### src/rtl/serial_subtractor_if.sv
// Handshake and operand/result bundle for the bit-serial subtractor.
interface serial_subtractor_if #(
    parameter int WIDTH = 8
);
    logic             start;
    logic [WIDTH-1:0] a;
    logic [WIDTH-1:0] b;
    logic             busy;
    logic             done;
    logic [WIDTH-1:0] diff;
    logic             borrow;
    logic             overflow;

    modport master (
        output start, a, b,
        input  busy, done, diff, borrow, overflow
    );

    modport slave (
        input  start, a, b,
        output busy, done, diff, borrow, overflow
    );
endinterface

### src/rtl/serial_subtractor.sv
// Bit-serial a - b using a single full-adder cell, LSB first, computed as a + ~b + 1.
module serial_subtractor #(
    parameter int WIDTH = 8
) (
    input  logic               clk,
    input  logic               rst_n,
    serial_subtractor_if.slave bus
);
    localparam int CW = (WIDTH > 2) ? $clog2(WIDTH) : 1;

    localparam logic [1:0] IDLE = 2'd0;
    localparam logic [1:0] RUN  = 2'd1;
    localparam logic [1:0] DONE = 2'd2;

    logic [1:0]       state_r;
    logic [1:0]       state_nx_s;
    logic [WIDTH-1:0] a_r;
    logic [WIDTH-1:0] b_r;
    logic             carry_r;
    logic [CW-1:0]    cnt_r;
    logic [WIDTH-1:0] sr_r;
    logic [WIDTH-1:0] diff_r;
    logic             borrow_r;
    logic             overflow_r;
    logic             busy_r;
    logic             done_r;
    logic [1:0]       fa_s;
    logic             last_s;
    logic             accept_s;

    // Returns {carry_out, sum} of a 1-bit full adder.
    function automatic logic [1:0] full_add(input logic x, input logic y, input logic c);
        return {(x & y) | (x & c) | (y & c), x ^ y ^ c};
    endfunction

    assign fa_s     = full_add(a_r[cnt_r], ~b_r[cnt_r], carry_r);
    assign last_s   = (cnt_r == CW'(WIDTH - 1));
    assign accept_s = bus.start && (state_r != RUN);

    // Next-state decode for the IDLE/RUN/DONE controller.
    always_comb begin
        state_nx_s = state_r;
        case (state_r)
            IDLE: begin
                if (bus.start) state_nx_s = RUN;
                else           state_nx_s = IDLE;
            end
            RUN: begin
                if (last_s) state_nx_s = DONE;
                else        state_nx_s = RUN;
            end
            DONE: begin
                if (bus.start) state_nx_s = RUN;
                else           state_nx_s = IDLE;
            end
            default: state_nx_s = IDLE;
        endcase
    end

    // Controller, operand capture, serial datapath and result registers.
    always_ff @(posedge clk) begin
        if (!rst_n) begin
            state_r    <= IDLE;
            a_r        <= '0;
            b_r        <= '0;
            carry_r    <= 1'b0;
            cnt_r      <= '0;
            sr_r       <= '0;
            diff_r     <= '0;
            borrow_r   <= 1'b0;
            overflow_r <= 1'b0;
            busy_r     <= 1'b0;
            done_r     <= 1'b0;
        end else begin
            state_r <= state_nx_s;
            busy_r  <= (state_nx_s == RUN);
            done_r  <= (state_nx_s == DONE);
            if (accept_s) begin
                a_r     <= bus.a;
                b_r     <= bus.b;
                carry_r <= 1'b1;
                cnt_r   <= '0;
                sr_r    <= '0;
            end else if (state_r == RUN) begin
                sr_r    <= {fa_s[0], sr_r[WIDTH-1:1]};
                carry_r <= fa_s[1];
                cnt_r   <= cnt_r + CW'(1);
                // The final sum bit is the result MSB, so results publish on this same edge.
                if (last_s) begin
                    diff_r     <= {fa_s[0], sr_r[WIDTH-1:1]};
                    borrow_r   <= ~fa_s[1];
                    overflow_r <= (a_r[WIDTH-1] ^ b_r[WIDTH-1]) & (fa_s[0] ^ a_r[WIDTH-1]);
                end
            end
        end
    end

    assign bus.busy     = busy_r;
    assign bus.done     = done_r;
    assign bus.diff     = diff_r;
    assign bus.borrow   = borrow_r;
    assign bus.overflow = overflow_r;
endmodule

### src/flat_wrapper.sv
// flat-port wrapper written by rule: the top's interface ports become plain ports
module serial_subtractor_flat 
#(
    parameter int WIDTH = 8
)
  (clk, rst_n, bus_start, bus_a, bus_b, bus_busy, bus_done, bus_diff, bus_borrow, bus_overflow);
  serial_subtractor_if #(.WIDTH(WIDTH)) bus_i ();
  input  logic clk;
  input  logic rst_n;
  input wire logic [$bits(bus_i.start)-1:0] bus_start;
  input wire logic [$bits(bus_i.a)-1:0] bus_a;
  input wire logic [$bits(bus_i.b)-1:0] bus_b;
  output wire logic [$bits(bus_i.busy)-1:0] bus_busy;
  output wire logic [$bits(bus_i.done)-1:0] bus_done;
  output wire logic [$bits(bus_i.diff)-1:0] bus_diff;
  output wire logic [$bits(bus_i.borrow)-1:0] bus_borrow;
  output wire logic [$bits(bus_i.overflow)-1:0] bus_overflow;
  assign bus_i.start = bus_start;
  assign bus_i.a = bus_a;
  assign bus_i.b = bus_b;
  assign bus_busy = bus_i.busy;
  assign bus_done = bus_i.done;
  assign bus_diff = bus_i.diff;
  assign bus_borrow = bus_i.borrow;
  assign bus_overflow = bus_i.overflow;
  serial_subtractor #(.WIDTH(WIDTH)) u_core (.clk(clk), .rst_n(rst_n), .bus(bus_i));
endmodule
### config.mk
export PLATFORM = sky130hd
export DESIGN_NAME = serial_subtractor_flat
export DESIGN_NICKNAME = d
export VERILOG_FILES = /design/src/rtl/serial_subtractor_if.sv /design/src/rtl/serial_subtractor.sv /design/src/flat_wrapper.sv
export SDC_FILE = /design/constraint.sdc
export NUM_CORES = 1
export LEC_CHECK = 0
export BUFFER_PORTS_ARGS = -buffer_cell sky130_fd_sc_hd__buf_4
export CORE_MARGIN = 3
export CORE_UTILIZATION = 45
export CTS_CLUSTER_DIAMETER = 120
export DETAILED_ROUTE_END_ITERATION = 10
export HOLD_SLACK_MARGIN = 0.1
export MAX_ROUTING_LAYER = met4
export PLACE_DENSITY = 0.69
export SYNTH_ARGS = -nofsm -noshare
export SYNTH_HDL_FRONTEND = slang
export SYNTH_SLANG_ARGS = --single-unit
### constraint.sdc
create_clock -name clk -period 2.4 [get_ports clk]
set_clock_uncertainty 0.2 [all_clocks]
set_input_delay 0.48 -clock clk [delete_from_list [all_inputs] [get_ports clk]]
set_output_delay 0.48 -clock clk [all_outputs]
set_load 0.02 [all_outputs]
* Word-level counts from Yosys, hierarchy flattened *
Index checks and enable logic that the tools add are counted.

storage, ports and cells
  flip-flop bits (word level) = 42
  input bits = 19
  output and inout port bits = 12
  logic and storage cells = 48

operators by class
  $add $sub $neg = 1
  $lt $le $gt $ge = 1
  eq/ne operators = 6
  muxes and demuxes = 9
  bitwise logic cells = 14
  reduce and logical (&&, ||, !) cells = 6

operators with widths
  kind                                                                   number
  1-bit binary-select mux with 3-bit select                              2
  1-bit 2-to-1 mux                                                       5
  1-bit AND                                                              4
  2-bit by 1-bit == test with 1-bit output (second input constant)       2
  2-bit == test (second input constant)                                  2
  3-bit by 4-bit < comparator with 1-bit output (second input constant)  1
  1-bit inverter                                                         4
  2-bit case mux with 2 select lines                                     1
  2-bit OR reduction                                                     2
  1-bit bitwise XOR                                                      4
  3-bit by 1-bit adder with 3-bit output (second input constant)         1
  3-bit == test (second input constant)                                  1
  3-bit AND reduction                                                    1
  2-bit logical NOT                                                      1
  2-bit 2-to-1 mux                                                       1
  2-bit by 1-bit != test with 1-bit output (second input constant)       1
  1-bit bitwise OR                                                       2
  2-bit nonzero test                                                     1
  1-bit logical AND                                                      1

* Longest topological paths before layout *
  depth in word-level cells = 8
  gate-level depth with buffers = 7

* Worst setup path after synthesis *
OpenSTA, ideal clock, no wires.

  path kind = reg-to-reg
  start point = register u_core.cnt_r[0]
  end point = register u_core.overflow_r, in the netlist u_core.bus.overflow
  arrival = 2.355 ns
  data required time = 2.126 ns
  slack = -0.229 ns
  cell stages (with the launch flop) = 7
  path buffers = 1
  cells stage by stage = dfxtp_1 buf_6 mux4_1 mux2_2 fa_1 or3b_2 a31oi_1

on the way
  word-level cells in the longest chain between the ends = 7

RTL lines
  element                                    line                     text
  start, declared                            serial_subtractor.sv:20  logic [CW-1:0] cnt_r;
  start signal, assigned                     serial_subtractor.sv:87  cnt_r <= cnt_r + CW'(1);
  1-bit binary-select mux with 3-bit select  serial_subtractor.sv:36  assign fa_s = full_add(a_r[cnt_r], ~b_r[cnt_r], carry_r);
  1-bit 2-to-1 mux (implied by the code)     serial_subtractor.sv:36
  1-bit inverter                             serial_subtractor.sv:36
  1-bit bitwise XOR * (2 in a row)           serial_subtractor.sv:33  return {(x & y) | (x & c) | (y & c), x ^ y ^ c};
  via u_core.fa_s[0]                         serial_subtractor.sv:27  logic [1:0] fa_s;
  1-bit bitwise XOR *                        serial_subtractor.sv:92  overflow_r <= (a_r[WIDTH-1] ^ b_r[WIDTH-1]) & (fa_s[0] ^ a_r[WIDTH-1]);
  1-bit AND *                                serial_subtractor.sv:92
  end signal, assigned                       serial_subtractor.sv:92
  end, declared                              serial_subtractor.sv:24  logic overflow_r;

Mark *: on every way through the listed nets, which the timed path passes. The rest lies on a longest branch. The select of a mux whose other input is x is not followed.
A chain may end at the register's enable or synchronous reset.

* Worst setup path after layout *
Same ends and word-level chain as after synthesis.

==> flow_metrics.tcl <==
set metrics [dict create \
    syn_nets 208 \
    pwr-share-comb 0.109 \
    fin_crit_sh 1.01 \
    setup_viol 1 \
    p_int_mw 1.08 \
    start_util 0.493 \
    synth-seq-area-share 0.477 \
    gp_congestion 0.813 \
    routedWlPerCell_microns 13.5 \
    ys_ff_latch 41 \
    yosys_warnings 0 \
    slew_violations 0 \
    finalSetupTns_ps -22.8 \
    placed_cells 255 \
    ctsHoldBuffers 0 \
    die_h_microns 67.9 \
    worstRegToRegCells 6 \
    crit_type "register to register" \
    worstSetupStartpointType "register" \
    syn_inst 186 \
    ios 31 \
    ant_nets 0 \
    finish.net_count 239 \
    cp.required_ps 2420 \
    grt_overflow 0 \
    io_buffer_count 30 \
    power_frac_seq 0.515 \
    path_max_fanout 6 \
    dr.pass1.iters 4 \
    rsz0062_at_grt "true" \
    reg2reg_slack_ps -20 \
    violations "setup timing" \
    final_area_sq_um 2110 \
    antenna_found_initial 0 \
    fmax_mhz 413 \
    p_sw_uw 316 \
    power.total_mw 1.40 \
    hold_path.class "input pin to register" \
    cts_buffer_depth 2 \
    cts_buffers 5 \
    synth_area_leaders "dfxtp_1, a21boi_0, nand2_1" \
    swShare 0.226 \
    via_per_inst 5.27 \
    grt_pass1_wl_microns 6250 \
    cts.clk_slew.worst_paths_ps 70 \
    clkSinkCount 41 \
    rows 21 \
    dieArea_sq_um 4600 \
    wl_microns 3550 \
    worst_pin_slew_ps 467 \
    drc 0 \
    grt_max_degree 33 \
    slew_headroom 0.689 \
    core_sq_um 3490 \
    placed_area_sq_um 1990 \
    areaGrowthSynthToFinish_pct 22.5 \
    synth_cell_types 30 \
    ys.flop_type "dfxtp_1" \
    cap_violations 0 \
    end_kind "register" \
    fin_cells 263 \
    utilization 0.603 \
    diodes 0 \
    endpoint "u_core.bus.overflow" \
    status "complete, but fails checks" \
    hpwl_microns 2460 \
    yosys.area.top_type "dfxtp_1" \
    power.density_nw_per_um2 664 \
    grt_usage 0.186 \
    final_hold_viol_count 0 \
    drive_above_1_share 0.253 \
    root_buffer "clkbuf_8" \
    cellLeakagePower_nw 0.811 \
    synth_top_area_frac 0.477 \
    drt-initial-drc-count 86 \
    syn-cell-area_sq_um 1720 \
    ys_async_sr_fraction 0 \
    peakVddDrop_v 0.000390 \
    grt_pass1_vias 1397 \
    reg2reg_from "u_core.cnt_r[0]" \
    setup_slack_ps -22.8 \
    arrival_ps 2450 \
    synth_edf_count 0 \
    rr_endpoint "u_core.bus.overflow" \
    cts_max_level 2 \
    crit_start "u_core.cnt_r[0]" \
    vias 1386 \
    cts_tree "done" \
    clkLatencyLatePin_ps 290 \
    die_w_microns 67.9 \
    avgSynthCellArea_sq_um 9.26 \
    pwr-share-clk 0.377 \
    fin_crit_ps 2420 \
]
-- cell usage after synthesis (2+ instances only) --
master / instances
o21ai_0: 17
nand2_1: 35
ha_1: 2
and2_1: 4
dfxtp_1: 41
mux4_1: 4
a21boi_0: 24
nand3b_1: 2
nor2_1: 2
clkbuf_1: 6
a21oi_1: 9
buf_2: 7
nand3_1: 16
-- flip-flops by register name, summed over array words and instances, names as in the netlist --
| signal | flops |
|---|---|
| u_core.a_r | 8 |
| u_core.b_r | 8 |
| u_core.bus.borrow | 1 |
| u_core.bus.busy | 1 |
| u_core.bus.diff | 8 |
| u_core.bus.done | 1 |
| u_core.bus.overflow | 1 |
| u_core.carry_r | 1 |
| u_core.cnt_r | 3 |
| u_core.sr_r | 7 |
| u_core.state_r | 2 |
-- through the flow --
stage          setup slack (ps)  hold slack, ps
3_5_place_dp              -88.7             258
6_report                  -22.8             258
3_3_place_gp              -58.4             244
4_1_cts                   -19.1             254
2_1_floorplan              -101             237
5_1_grt                    -108             259
-- power groups by stage --
stage	Clock (mW)	Combinational, mW	Sequential (mW)
2_1_floorplan	0	0.0962	0.731
3_3_place_gp	0	0.142	0.735
3_5_place_dp	0	0.148	0.736
4_1_cts	0.539	0.153	0.720
5_1_grt	0.559	0.169	0.723
6_report	0.527	0.152	0.720
-- metal layers --
layer	vias up	part of all wire	GRT usage
li1	701	-	-
met1	640	0.44	0.214
met2	41	0.48	0.313
met3	4	0.062	0.0411
met4	0	0.012	0.0744
met5	-	0	-
-- critical path, cell delays in order (launching register included) --
cell and delay (ps):
dfxtp_4 400, buf_6 100, mux4_2 510, mux2i_2 190, fa_1 430, or3b_4 370, a31oi_1 150
-- layout make-up --
class / instances / area [sq um]
multi-input cells: 129 / 818
clock buffers: 5 / 68.8
inverters: 1 / 3.75
repair buffers: 39 / 300
flip-flops and latches: 41 / 825
fillers: 308 / 1390
clock inverters: 2 / 35.0
well taps: 46 / 57.6
-- cell families (layout without fill, tap and decap cells) --
family,after synthesis,after routing,synth area share
adders and majority gates,3,3,0.0262
xor gates and xnor gates,1,1,0.00509
muxes,6,6,0.0734
DFF,41,41,0.477
AOI/OAI and AO/OA,54,54,0.198
buffers and inverters,16,47,0.0450
and+or+nand+nor,65,65,0.175
-- worst min-delay path by stage --
| stage | from | end | slack (ps) | cells past startpoint |
|---|---|---|---|---|
| finish | bus_b[2] | u_core.b_r[2] | 260 | 3 |
| global route | bus_b[3] | u_core.b_r[3] | 260 | 3 |
| CTS | bus_b[2] | u_core.b_r[2] | 250 | 3 |
| detailed placement | u_core.sr_r[1] | u_core.sr_r[1] | 260 | 2 |
| global placement | u_core.sr_r[1] | u_core.sr_r[1] | 240 | 2 |
| floorplan | u_core.sr_r[1] | u_core.sr_r[1] | 240 | 2 |
-- placed cells by master, fill, tap and decap left out, types with 2 or more instances in the layout --
cell type  Yosys  routed
a21oi_1        9       9
ha_1           2       2
nand3b_1       2       2
clkbuf_8       0       5
a21boi_0      24      24
nand2_1       35      35
buf_4          0      37
and2_1         4       4
nor2_1         2       2
mux4_2         0       4
dfxtp_1       41      40
o21ai_0       17      17
nand3_1       16      16
buf_6          1       2
-- repair_timing --
action,CTS,global route
resized for setup,6,0
hold endpoints to repair,0,0
setup buffers,1,0
pin swaps,2,0
setup endpoints to repair,1,1
No activity file was read; power rests on OpenSTA's default activity.
